===== src/rtl/window_shade_pkg.sv =====
// window_shade_pkg: shared types and constants for the window shade actuator.
//   state_e : controller states (IDLE, SETTLE, MOVE_UP, MOVE_DOWN)
//   dir_e   : last travel direction (NONE, UP, DOWN)
//   LEVEL_W, SHADE_OPEN, SHADE_CLOSED : shade level width and end stops
//   needs_settle() : true when a move must first pause for the reversal dead time
package window_shade_pkg;

    localparam int LEVEL_W = 4;
    localparam logic [LEVEL_W-1:0] SHADE_OPEN   = 4'd0;
    localparam logic [LEVEL_W-1:0] SHADE_CLOSED = 4'd15;

    typedef enum logic [1:0] {
        IDLE,
        SETTLE,
        MOVE_UP,
        MOVE_DOWN
    } state_e;

    typedef enum logic [1:0] {
        NONE,
        UP,
        DOWN
    } dir_e;

    // A reversal is only when a previous direction exists and differs.
    function automatic logic needs_settle(input dir_e last, input logic going_up);
        return (going_up && last == DOWN) || (!going_up && last == UP);
    endfunction

endpackage


===== src/rtl/shade_step_timer.sv =====
// shade_step_timer: loadable down-counter used for both the per-level step
// period and the reversal dead time.
//   clk, rst_n  : clock, asynchronous active-low reset
//   load        : load load_value this cycle (takes priority over counting)
//   load_value  : count to load; expire rises load_value+1 cycles after load
//   value       : current count
//   expire      : count has reached zero (holds at zero until reloaded)
module shade_step_timer #(
    parameter int CNT_W = 10
) (
    input  logic             clk,
    input  logic             rst_n,
    input  logic             load,
    input  logic [CNT_W-1:0] load_value,
    output logic [CNT_W-1:0] value,
    output logic             expire
);

    always_ff @(posedge clk or negedge rst_n) begin
        if (!rst_n) begin
            value <= '0;
        end else if (load) begin
            value <= load_value;
        end else if (value != '0) begin
            value <= value - CNT_W'(1);
        end
    end

    assign expire = (value == '0);

endmodule


===== src/rtl/window_shade_actuator.sv =====
// window_shade_actuator: drives a shade motor to a requested level (0 open,
// 15 closed), stepping one level every STEP_CYCLES cycles and inserting a
// SETTLE_CYCLES motor-off pause before any direction reversal.
//   clk, rst_n               : clock, asynchronous active-low reset
//   wshade, wshade_valid     : requested level and qualifier
//   wshade_ready             : request accepted on valid && ready (IDLE only)
//   limit_top, limit_bottom  : end-stop switches, active-high
//   motor_up, motor_down     : motor drive (never both high)
//   position                 : current shade level
//   busy                     : high outside IDLE
//   done                     : one-cycle pulse when a request completes
// Build option: define SHADE_LIMIT_SW_EN to let the limit switches end a move
// early and snap position to the end stop; otherwise they are ignored.
module window_shade_actuator
    import window_shade_pkg::*;
#(
    parameter int STEP_CYCLES   = 1000,
    parameter int SETTLE_CYCLES = 16
) (
    input  logic               clk,
    input  logic               rst_n,
    input  logic [LEVEL_W-1:0] wshade,
    input  logic               wshade_valid,
    output logic               wshade_ready,
    input  logic               limit_top,
    input  logic               limit_bottom,
    output logic               motor_up,
    output logic               motor_down,
    output logic [LEVEL_W-1:0] position,
    output logic               busy,
    output logic               done
);

    localparam int MAX_CYC = (STEP_CYCLES > SETTLE_CYCLES) ? STEP_CYCLES : SETTLE_CYCLES;
    localparam int CNT_W   = $clog2(MAX_CYC + 1);
    localparam logic [CNT_W-1:0] STEP_LOAD   = CNT_W'(STEP_CYCLES - 1);
    localparam logic [CNT_W-1:0] SETTLE_LOAD = CNT_W'(SETTLE_CYCLES - 1);

    state_e             state;
    dir_e               last_dir;
    logic [LEVEL_W-1:0] target;

    logic               accept;
    logic               going_up;
    logic               timer_load;
    logic [CNT_W-1:0]   timer_load_value;
    logic [CNT_W-1:0]   unused_timer_value;
    logic               timer_expire;

    assign accept   = wshade_valid && wshade_ready;
    assign going_up = (wshade > position);

`ifndef SHADE_LIMIT_SW_EN
    logic unused_limits;
    assign unused_limits = limit_top | limit_bottom;
`endif

    // The timer is reloaded on acceptance of a real move and on every
    // expiry while active, so each step period starts fresh.
    always_comb begin
        timer_load       = 1'b0;
        timer_load_value = STEP_LOAD;
        unique case (state)
            IDLE: begin
                if (accept && wshade != position) begin
                    timer_load = 1'b1;
                    if (needs_settle(last_dir, going_up))
                        timer_load_value = SETTLE_LOAD;
                end
            end
            SETTLE, MOVE_UP, MOVE_DOWN: timer_load = timer_expire;
            default: ;
        endcase
    end

    shade_step_timer #(.CNT_W(CNT_W)) u_timer (
        .clk       (clk),
        .rst_n     (rst_n),
        .load      (timer_load),
        .load_value(timer_load_value),
        .value     (unused_timer_value),
        .expire    (timer_expire)
    );

    always_ff @(posedge clk or negedge rst_n) begin
        if (!rst_n) begin
            state        <= IDLE;
            last_dir     <= NONE;
            target       <= SHADE_OPEN;
            position     <= SHADE_OPEN;
            motor_up     <= 1'b0;
            motor_down   <= 1'b0;
            busy         <= 1'b0;
            done         <= 1'b0;
            wshade_ready <= 1'b0;
        end else begin
            done <= 1'b0;
            unique case (state)
                IDLE: begin
                    wshade_ready <= 1'b1;
                    if (accept) begin
                        target <= wshade;
                        if (wshade == position) begin
                            done <= 1'b1;
                        end else begin
                            busy         <= 1'b1;
                            wshade_ready <= 1'b0;
                            if (needs_settle(last_dir, going_up)) begin
                                state <= SETTLE;
                            end else begin
                                state      <= going_up ? MOVE_UP : MOVE_DOWN;
                                motor_up   <= going_up;
                                motor_down <= !going_up;
                            end
                        end
                    end
                end
                SETTLE: begin
                    if (timer_expire) begin
                        state      <= (target > position) ? MOVE_UP : MOVE_DOWN;
                        motor_up   <= (target > position);
                        motor_down <= !(target > position);
                    end
                end
                MOVE_UP: begin
`ifdef SHADE_LIMIT_SW_EN
                    if (limit_top) begin
                        position     <= SHADE_CLOSED;
                        state        <= IDLE;
                        motor_up     <= 1'b0;
                        done         <= 1'b1;
                        busy         <= 1'b0;
                        wshade_ready <= 1'b1;
                        last_dir     <= UP;
                    end else
`endif
                    if (timer_expire) begin
                        if (position != SHADE_CLOSED)
                            position <= position + 4'd1;
                        if (position == SHADE_CLOSED || position + 4'd1 == target) begin
                            state        <= IDLE;
                            motor_up     <= 1'b0;
                            done         <= 1'b1;
                            busy         <= 1'b0;
                            wshade_ready <= 1'b1;
                            last_dir     <= UP;
                        end
                    end
                end
                MOVE_DOWN: begin
`ifdef SHADE_LIMIT_SW_EN
                    if (limit_bottom) begin
                        position     <= SHADE_OPEN;
                        state        <= IDLE;
                        motor_down   <= 1'b0;
                        done         <= 1'b1;
                        busy         <= 1'b0;
                        wshade_ready <= 1'b1;
                        last_dir     <= DOWN;
                    end else
`endif
                    if (timer_expire) begin
                        if (position != SHADE_OPEN)
                            position <= position - 4'd1;
                        if (position == SHADE_OPEN || position - 4'd1 == target) begin
                            state        <= IDLE;
                            motor_down   <= 1'b0;
                            done         <= 1'b1;
                            busy         <= 1'b0;
                            wshade_ready <= 1'b1;
                            last_dir     <= DOWN;
                        end
                    end
                end
                default: state <= IDLE;
            endcase
        end
    end

endmodule


===== config.mk =====
export PLATFORM = sky130hd
export DESIGN_NAME = window_shade_actuator
export DESIGN_NICKNAME = d
export VERILOG_FILES = /design/src/rtl/window_shade_pkg.sv /design/src/rtl/shade_step_timer.sv /design/src/rtl/window_shade_actuator.sv
export SDC_FILE = /design/constraint.sdc
export NUM_CORES = 1
export LEC_CHECK = 0
export ABC_CLOCK_PERIOD_IN_PS = 2300
export CAP_MARGIN = 0
export CORE_MARGIN = 4
export CORE_UTILIZATION = 52
export DETAILED_ROUTE_END_ITERATION = 12
export PLACE_DENSITY = 0.87
export RECOVER_POWER = 25
export SLEW_MARGIN = 20
export SYNTH_ARGS = -nofsm -noshare
export SYNTH_HDL_FRONTEND = slang
export SYNTH_SLANG_ARGS = --single-unit
export TNS_END_PERCENT = 1

===== constraint.sdc =====
create_clock -name clk -period 2.3 [get_ports clk]
set_clock_uncertainty 0.1 [all_clocks]
set_input_delay 0.46 -clock clk [delete_from_list [all_inputs] [get_ports clk]]
set_output_delay 0.46 -clock clk [all_outputs]
set_load 0.03 [all_outputs]

**After elaboration in Yosys (flattened, before gate mapping)**

Index checks and enable logic that the tools add are counted.
W data, S select, Z words.

- Flip-flop bits (word level): 27
- Input port bits: 9
- Output and inout bits: 9
- Word-level logic and storage cells: 122

- Add/subtract/negate cells: 3
- Order comparisons: 2
- Equality and inequality tests: 21
- Mux-type cells: 58
- Reductions and logical operators: 28

Operators with widths:

| operator | count |
|---|---|
| $mux W10 | 5 |
| $mux W1 | 28 |
| $reduce_and A7 Y1 | 4 |
| $mux W2 | 12 |
| $ne A2 B2 Y1 const B | 10 |
| $mux W4 | 4 |
| $pmux W1 S3 | 5 |
| $reduce_and A5 Y1 | 3 |
| $eq A4 B4 Y1 | 3 |
| $logic_not A10 Y1 | 1 |
| $reduce_bool A10 Y1 | 1 |
| $sub A10 B1 Y10 const B | 1 |
| $reduce_bool A3 Y1 | 3 |
| $gt A4 B4 Y1 | 2 |
| $pmux W2 S4 | 1 |
| $pmux W4 S2 | 1 |
| $eq A2 B2 Y1 const B | 3 |
| $add A4 B1 Y4 const B | 1 |
| $eq A2 B1 Y1 const B | 2 |
| $eq A4 B4 Y1 const B | 1 |
| $logic_and A1 B1 Y1 | 4 |
| $logic_not A4 Y1 | 1 |
| $ne A4 B4 Y1 | 1 |
| $ne A4 B4 Y1 const B | 1 |
| other kinds (10) | 14 |

**Logic depth before layout (Yosys ltp)**

Gate-level depths: netlist of the first run.

- Word-level depth: 8
- Depth in mapped cells: 9
- Gate-level depth less buffers: 8

**Hierarchy**

A second synthesis of the first run with hierarchy kept.

- Cell total of the unflattened synthesis: 209
- Area, all modules: 1948.1 sq um

By module, submodules not included:

| module | instances | cells each | area an instance (sq um) | sequential area each (sq um) |
|---|---|---|---|---|
| window_shade_actuator | 1 | 142 | 1353.8 | 425.4 |
| shade_step_timer | 1 | 67 | 594.3 | 250.2 |

**Worst setup path after synthesis of the first run**

No wires, ideal clock.

- Path type: reg-to-reg
- Start point: reg position[2]
- End point: reg u_timer.value[6]
- Library setup time: 143 ps
- Arrival time: 2404 ps
- Required time: 2057 ps
- Slack: -347 ps
- Cell stages (with the launch flop): 10
- Buffers on the path: 1
- Clock period less this slack: 2647 ps
- Cell sequence: dfrtp_1 > buf_2 > inv_1 > ha_1 > o21ai_0 > a21oi_1 > o21ai_1 > mux2_2 > o21ai_0 > a31oi_1

- Cells in the longest elaborated chain, start to end: 8
- Elaborated cells on any way between the ends: 14
- Classes of those cells: order compare: 1; eq/ne: 1; mux: 6; reduce/logical: 6

RTL lines:

| what | RTL line | RTL |
|---|---|---|
| start: declaration | window_shade_actuator.sv:29 | `output logic [LEVEL_W-1:0] position,` |
| start signal: assignment | window_shade_actuator.sv:139 | `position <= position + 4'd1;` |
| start signal: assignment | window_shade_actuator.sv:164 | `position <= position - 4'd1;` |
| $gt A4 B4 Y1 | window_shade_actuator.sv:51 | `assign going_up = (wshade > position);` |
| $logic_not A1 Y1 | window_shade_pkg.sv:27 | `return (going_up && last == DOWN) \|\| (!going_up && last == UP);` |
| $logic_and A1 B1 Y1 | window_shade_pkg.sv:27 |  |
| $logic_or A1 B1 Y1 | window_shade_pkg.sv:27 |  |
| $mux W10 | window_shade_actuator.sv:67 | `if (needs_settle(last_dir, going_up))` |
| $mux W10 | window_shade_actuator.sv:65 | `if (accept && wshade != position) begin` |
| $mux W10 | window_shade_actuator.sv:63 | `unique case (state)` |
| $mux W10 | shade_step_timer.sv:22 | `end else if (load) begin` |
| end signal: assignment | shade_step_timer.sv:23 | `value <= load_value;` |
| end signal: assignment | shade_step_timer.sv:25 | `value <= value - CNT_W'(1);` |
| end: declaration | shade_step_timer.sv:15 | `output logic [CNT_W-1:0] value,` |

Several ways; a longest one is shown, not always the timed one.
A chain may end at the register's enable or synchronous reset.

**Worst setup path after layout of the first run**

- Start point: reg position[1]
- End point: reg motor_up

- Cells in the longest elaborated chain, start to end: 6
- Elaborated cells on any way between the ends: 20
- Classes of those cells: add/sub: 1; order compare: 2; eq/ne: 6; mux: 5; reduce/logical: 6

RTL lines:

| what | RTL line | RTL |
|---|---|---|
| branches (longest 6 deep; another with $add A4 B1 Y4) | - |  |
| end signal: assignment | window_shade_actuator.sv:112 | `motor_up <= going_up;` |
| end signal: assignment | window_shade_actuator.sv:121 | `motor_up <= (target > position);` |
| end: declaration | window_shade_actuator.sv:27 | `output logic motor_up,` |

Several ways; the timed one is not identified. The select of a mux whose other input is x is not followed.

==> results of run 1 <==
## registers in the layout (all words and copies together), names as in the netlist, 2 cells and up
name / count
state: 2
target: 4
last_dir: 2
position: 4
u_timer.value: 10
## synthesized netlist by cell type, drive strengths merged (2+ instances only)
cell type	number	area, um^2
nand2	19	71.3
o21ai	8	40.0
nand2b	3	18.8
o22ai	3	18.8
a21oi	10	50.1
o31a	2	17.5
mux2	9	101
ha	17	213
xor2	7	61.3
xnor2	8	70.1
nand4	3	25.0
a31oi	4	25.0
a211oi	2	15.0
nand3	6	30.0
buf	2	10.0
dfrtp	27	676
o21a	4	30.0
and3	3	18.8
inv	15	56.3
o211ai	2	15.0
nor3	11	55.1
clkbuf	3	11.3
nor2b	2	12.5
nor2	11	41.3
and2	3	18.8
## kinds of logic (layout without fill, tap and decap cells)
family	count (synthesis)	count (layout)	share of synthesized area (%)
and+or+nand+nor	68	68	18.2
AOI/OAI and AO/OA	48	48	17.6
adders and majority gates	17	17	11.1
muxes	10	10	5.80
buffers and inverters	20	67	4.04
xor gates and xnor gates	16	16	8.08
DFF	27	27	35.2
## power groups by stage
stage                     combinational, mW  clock [mW]  sequential, mW
after floorplan                       0.843           0           0.765
after global placement                 1.18           0           0.741
after detailed placement               1.21           0           0.747
after CTS                              1.27       0.291           0.741
after global routing                   1.46       0.323           0.776
final                                  1.33       0.292           0.756
## cells in the final DEF, fill, tap and decap left out, types with 2 or more instances in the layout
cell             instances
dfrtp_1                 23
nand2b_1                 3
nand4_1                  2
dfrtp_2                  4
o21ai_1                  2
xnor2_1                  8
xor2_1                   6
a21oi_1                  9
o21ai_0                  5
and2_1                   2
o21a_1                   4
o22ai_1                  3
inv_4                    2
o31a_1                   2
nor2_1                  11
dlygate4sd2_1            4
buf_4                   31
clkbuf_8                 3
o211ai_1                 2
nor3_1                  10
ha_1                    11
mux2_2                   7
inv_1                   12
a211oi_1                 2
ha_4                     5
clkdlybuf4s50_1         10
a31oi_1                  4
nand3_1                  6
nand2_1                 19
and3_1                   2
## per-layer routing
layer | track usage [%] | wire [um]
met5 | 0 | 0
met4 | 8.27 | 59
met1 | 31.6 | 2040
met2 | 35.9 | 2220
met3 | 3.89 | 370
## stage by stage
| step | setup TNS (ns) | hold WS (ns) | instance area (um^2) | util (%) |
|---|---|---|---|---|
| after detailed placement | -3.50 | 0.376 | 2340 | 67.9 |
| after global routing | -0.291 | 0.429 | 2530 | 73.5 |
| after global placement | -2.90 | 0.365 | 2340 | 67.9 |
| after CTS | -0.0147 | 0.399 | 2500 | 72.7 |
| after floorplan | -0.0256 | 0.0644 | 1960 | - |
| final | -0.0494 | 0.400 | 2530 | 73.5 |
## final timing paths
kind | to | cells past startpoint | startpoint
worst min register to register | target[0] | 2 | target[0]
worst max register to register | motor_up | 6 | position[1]
min in group asynchronous | u_timer.value[4] | 2 | rst_n
worst min-delay path | target[0] | 2 | target[0]
max in group asynchronous | position[2] | 2 | rst_n
worst max-delay path | motor_up | 6 | position[1]
## final cells by class
class / count / share of cell area, %
Multi-Input combinational cell: 159 / 50.9
Sequential cell: 27 / 26.9
Timing Repair Buffer: 48 / 15.6
Inverter: 15 / 2.42
Tap cell: 46 / 2.27
Clock buffer: 3 / 1.63
Clock inverter: 1 / 0.297
## tightest hold or removal path, cell delays in order (launching register included)
cell	delay [ns]
dfrtp_1	0.36
nand2_1	0.04
o21ai_0	0.07
## timing repair
item,CTS,global route
gates resized for setup,15,6
pin swaps,15,2
setup buffers,7,0
setup endpoints to repair,6,9
==> metrics.md, run 1 <==
| Metric | Value |
|---|---|
| Status | `finished, violations left` |
| Failing checks | `setup timing` |
| PwrDens | `938 nW/um^2` |
| Largest stage delay, worst path | `0.50 ns` |
| Data required, critical path | `2.38 ns` |
| Post-route clock period utilization | `102%` |
| Num rows | `21` |
| Hold Buf Count CTS | `0` |
| Syn Nets | `approximately 230` |
| Clock transition at the registers of the reported paths | `~0.10 ns` |
| Worst-path maximum fanout | `6` |
| Drt wl/cell | `15.7 um` |
| Core box area | `3440 um^2` |
| Max H-tree Level | `1` |
| Final worst slack | `-0.0494 ns` |
| Root buffer cell | `clkbuf_8` |
| Arrival @ worst endpoint | `between 2 and 2.5 ns` |
| Post-synth top flop | `dfrtp_1` |
| Clock Tree Buf Depth | `2` |
| Filler cells | `228` |
| Die Y | `68.8 um` |
| Register area | `681 um^2` |
| Initial drt markers | `102` |
| Flop pwr share | `a little under a third` |
| Antenna Cells | `0` |
| Flops & latches, synth | `27` |
| # nets final | `280` |
| Die area | `roughly 4700 um^2` |
| Placed Cells | `288` |
| Clk sinks | `27` |
| Post-Route WL | `4690 um` |
| NetSw | `995 uW` |
| Post-synth ARST share | `100%` |
| Syn_area_per_cell | `9.32 um^2` |
| Multi-input logic area | `1290 um^2` |
| Max Freq | `roughly 0.43 GHz` |
| Setup slack, reg-to-reg | `-0.05 ns` |
| Die width | `68.8 um` |
| Final ANT Viol Nets | `0` |
| CTS tree | `built` |
| HPWL Detailed | `3200 um` |
| Slew @ Worst Pin | `roughly 0.67 ns` |
| Worst hold path class | `reg2reg` |
| DR DRC count | `0` |
| CP top delay family | `simple AND/OR/NAND/NOR gates` |
| Setup CP Type | `reg2reg` |
| Total power | `2.37 mW` |
| Proportion of layout cells with a drive suffix above 1 | `between 20 and 30%` |
| Clk_lat worst skew | `between 0.2 and 0.3 ns` |
| Switching part of the total power | `a little over two fifths` |
| P_leak | `approximately 1.1 nW` |
| EDFF count, synth | `0` |
| Grt ovf | `0` |
| Power share of the clock group | `between 10% and 20%` |
| Int Power | `1.38 mW` |
| Max cap viols | `0` |
| Via count | `1770` |
| # IOs | `18` |
| Fin. max-slew vios | `0` |
| Gr usage total | `around 23%` |
| Vias in the first global route | `1712` |
| Initial antenna violation count | `0` |
| Starting Density | `between 50% and 60%` |
| GPL Wtd Cong | `0.918` |
| Slowest CP cell | `or4_4` |
| Post-route insts no fill | `299` |
| First-pass GRT wire length | `8140 um` |
| Worst path bufs/invs | `0` |
| Yosys warning count | `0` |
| Unrepaired setup endpoints after global routing | `yes` |
| Critical Path End Type | `flop` |
| CTS Buf Count | `3` |
| Part of the power in combinational logic | `55.9%` |
| Post-synthesis sequential area ratio | `35.2%` |
| Min cycle time layout | `2.35 ns` |
| Pin count of the biggest net entering global routing | `28` |
| Setup-failing EPs final | `1` |
| Synth cell types | `50` |
| Startpoint Class | `flop` |
| Post-Place Setup Slack | `-0.383 ns` |
| Port bufs | `15` |
| Slew HR | `a little under three fifths` |
| Vias/cell | `5.92` |
| Synth Instances | `206` |
| Drt first pass iters | `4` |
| Worst VDD drop | `0.565 mV` |
| Final hold violations | `0` |
| Area grow syn2layout | `31.8%` |
| CP cell instances | `and3b_1, or4_4, o311ai_4, nand4_2, a311oi_2, mux2_1` |
| Mapped cell area | `approximately 1900 um^2` |
Power figures use the tool's default switching activity.
==> inputs of run 2 (changes only) <==
SETUP_SLACK_MARGIN = 0.15   (was default)
==> run 2 against run 1 <==
Against the previous run:
- the run still ends with setup timing left
- setup slack got worse by 0.053 ns
- clock-buffer cell count unchanged
- largest power group unchanged
- utilization is 0.18 points higher
- maximum frequency is 2.2% lower
- clock power down 3%
==> metrics.md, run 2 (synthesis results as in run 1) <==
| Metric | Value |
|---|---|
| Status | `finished, violations left` |
| Failing checks | `setup timing` |
| Area grow syn2layout | `32.1%` |
| Clk_lat worst skew | `0.28 ns (about the same)` |
| Largest stage delay, worst path | `0.47 ns (-0.03 ns)` |
| Max H-tree Level | `1 (unchanged)` |
| Clock Tree Buf Depth | `2 (unchanged)` |
| Vias in the first global route | `1738 (+1.5%)` |
| CP cell instances | `inv_4, ha_4, nand4_1, buf_4, o21ai_2, mux2_4, nand4_1, mux2_4` |
| Gr usage total | `23.1% (+0.23 points)` |
| Max Freq | `0.416 GHz (-2.2%)` |
| Die Y | `68.8 um (unchanged)` |
| CTS Buf Count | `3 (unchanged)` |
| Proportion of layout cells with a drive suffix above 1 | `28.6% (+0.57 points)` |
| Die area | `4730 um^2 (unchanged)` |
| P_leak | `1.12 nW (+2.0%)` |
| Via count | `1786 (+0.90%)` |
| Post-route clock period utilization | `104% (+2.3 points)` |
| Initial drt markers | `137 (+34%)` |
| Root buffer cell | `clkbuf_8` |
| CTS tree | `built` |
| Drt first pass iters | `4 (unchanged)` |
| Unrepaired setup endpoints after global routing | `yes` |
| GPL Wtd Cong | `0.868 (-5.4%)` |
| Grt ovf | `0 (unchanged)` |
| Filler cells | `238 (+4.4%)` |
| Flop pwr share | `31.0% (-0.8 points)` |
| Largest register FFs | `10 (unchanged)` |
| Num rows | `21 (unchanged)` |
| Setup-failing EPs final | `9 (+8)` |
| Port bufs | `15 (unchanged)` |
| Power share of the clock group | `11.4% (-0.9 points)` |
| Slowest CP cell | `dfrtp_2` |
| # IOs | `18 (unchanged)` |
| NetSw | `1.07 mW (+7.0%)` |
| TNS Setup | `-0.359 ns (-0.309 ns)` |
| Final core occ | `73.7% (+0.18 points)` |
| Min cycle time layout | `2.40 ns (+0.0535 ns)` |
| Initial antenna violation count | `0 (unchanged)` |
| Most common cell after layout, fill and taps aside | `buf_4` |
| Critical Path End Type | `flop` |
| PwrDens | `975 nW/um^2 (+3.9%)` |
| Worst VDD drop | `0.693 mV (+23%)` |
| Hold Buf Count CTS | `0 (unchanged)` |
| Worst hold path class | `reg2reg` |
| Post-route insts no fill | `294 (-1.7%)` |
| Int Power | `1.41 mW (+2.1%)` |
| Worst path bufs/invs | `2 (+2)` |
| Final worst slack | `-0.103 ns (-0.0535 ns)` |
| Pin count of the biggest net entering global routing | `28 (unchanged)` |
| Final ANT Viol Nets | `0 (unchanged)` |
| Starting Density | `55.8% (unchanged)` |
| Data required, critical path | `2.38 ns (about the same)` |
| Antenna Cells | `0 (unchanged)` |
| Total power | `2.47 mW (+4.2%)` |
| Slew HR | `54.2% (-1.4 points)` |
| Startpoint Class | `flop` |
| Top flop regs | `u_timer.value: 10 flops, position: 4 flops, target: 4 flops` |
| Clock transition at the registers of the reported paths | `0.10 ns (about the same)` |
| Multi-input logic area | `1330 um^2 (+3.5%)` |
| Final hold violations | `0 (unchanged)` |
| HPWL Detailed | `3360 um (+5.1%)` |
| Arrival @ worst endpoint | `2.48 ns (+0.05 ns)` |
| First-pass GRT wire length | `8170 um (+0.42%)` |
| Slew @ Worst Pin | `0.687 ns (+0.0213 ns)` |
| Core box area | `3440 um^2 (unchanged)` |
| Post-Place Setup Slack | `-0.395 ns (-0.0119 ns)` |
| Fin. max-slew vios | `0 (unchanged)` |
| Clk sinks | `27 (unchanged)` |
| # nets final | `275 (-1.8%)` |
| Max cap viols | `0 (unchanged)` |
| Biggest register | `u_timer.value` |
| Post-Route WL | `5240 um (+12%)` |
| Part of the power in combinational logic | `57.6% (+1.7 points)` |
| Vias/cell | `6.07 (+2.6%)` |
| Drt wl/cell | `17.8 um (+14%)` |
| Die width | `68.8 um (unchanged)` |
| Placed Cells | `284 (-1.4%)` |
| Register area | `681 um^2 (unchanged)` |
| Worst-path maximum fanout | `6 (unchanged)` |
| CP top delay family | `multiplexers` |
| Switching part of the total power | `43.1% (+1.1 points)` |
| DR DRC count | `0 (unchanged)` |
| Setup CP Type | `reg2reg` |
| Most frequent cells in the layout | `27 x buf_4, 23 x dfrtp_1, 18 x nand2_1` |
==> run 2: repair_timing <==
action	4_1_cts	5_1_grt
gates cloned	0	0
gates resized for setup	12	12
pin swaps	16	8
buffers inserted	2	4
endpoints found under the setup margin	17	19
==> run 2: through the flow <==
| step | instance area [um^2] | hold slack [ns] |
|---|---|---|
| global route | 2540 | 0.417 |
| global placement | 2340 | 0.368 |
| finish | 2540 | 0.394 |
| CTS | 2450 | 0.395 |
| floorplan | 1990 | 0.0644 |
| detailed placement | 2340 | 0.372 |
==> run 2: power groups by stage <==
| stage | sequential [mW] | clock (mW) | combinational (mW) |
|---|---|---|---|
| 2_1_floorplan | 0.765 | 0 | 0.861 |
| 3_3_place_gp | 0.740 | 0 | 1.18 |
| 3_5_place_dp | 0.748 | 0 | 1.23 |
| 4_1_cts | 0.749 | 0.283 | 1.29 |
| 5_1_grt | 0.789 | 0.314 | 1.54 |
| 6_report | 0.767 | 0.283 | 1.42 |
==> run 2: final timing paths <==
check,start,to,cells after the start,slack [ns]
worst max-delay path,position[1],motor_down,8,-0.10
worst min-delay path,target[0],target[0],2,0.39
worst max register to register,position[1],motor_down,8,-0.10
worst min register to register,target[0],target[0],2,0.39
max in group asynchronous,rst_n,position[0],2,0.98
min in group asynchronous,rst_n,u_timer.value[2],2,0.65
==> run 2: metal layers <==
| layer | vias up | part of all wire (%) | track usage, % |
|---|---|---|---|
| li1 | 824 | - | - |
| met1 | 866 | 42 | 31.3 |
| met2 | 75 | 49 | 38.0 |
| met3 | 21 | 6.1 | 4.05 |
| met4 | 0 | 3.2 | 5.84 |
| met5 | - | 0 | 0 |
==> run 2: area by class of cell <==
cell class                      instances  area share, %
Tap cell                               46           2.27
Timing Repair Buffer                   43           14.0
Inverter                               15           2.51
Clock inverter                          1          0.197
Multi-Input combinational cell        159           52.6
Clock buffer                            3           1.63
Sequential cell                        27           26.8
==> run 2: worst min-delay path: stages (launching register included) <==
cell	delay, ns
dfrtp_1	0.35
nand2_1	0.05
o21ai_0	0.06
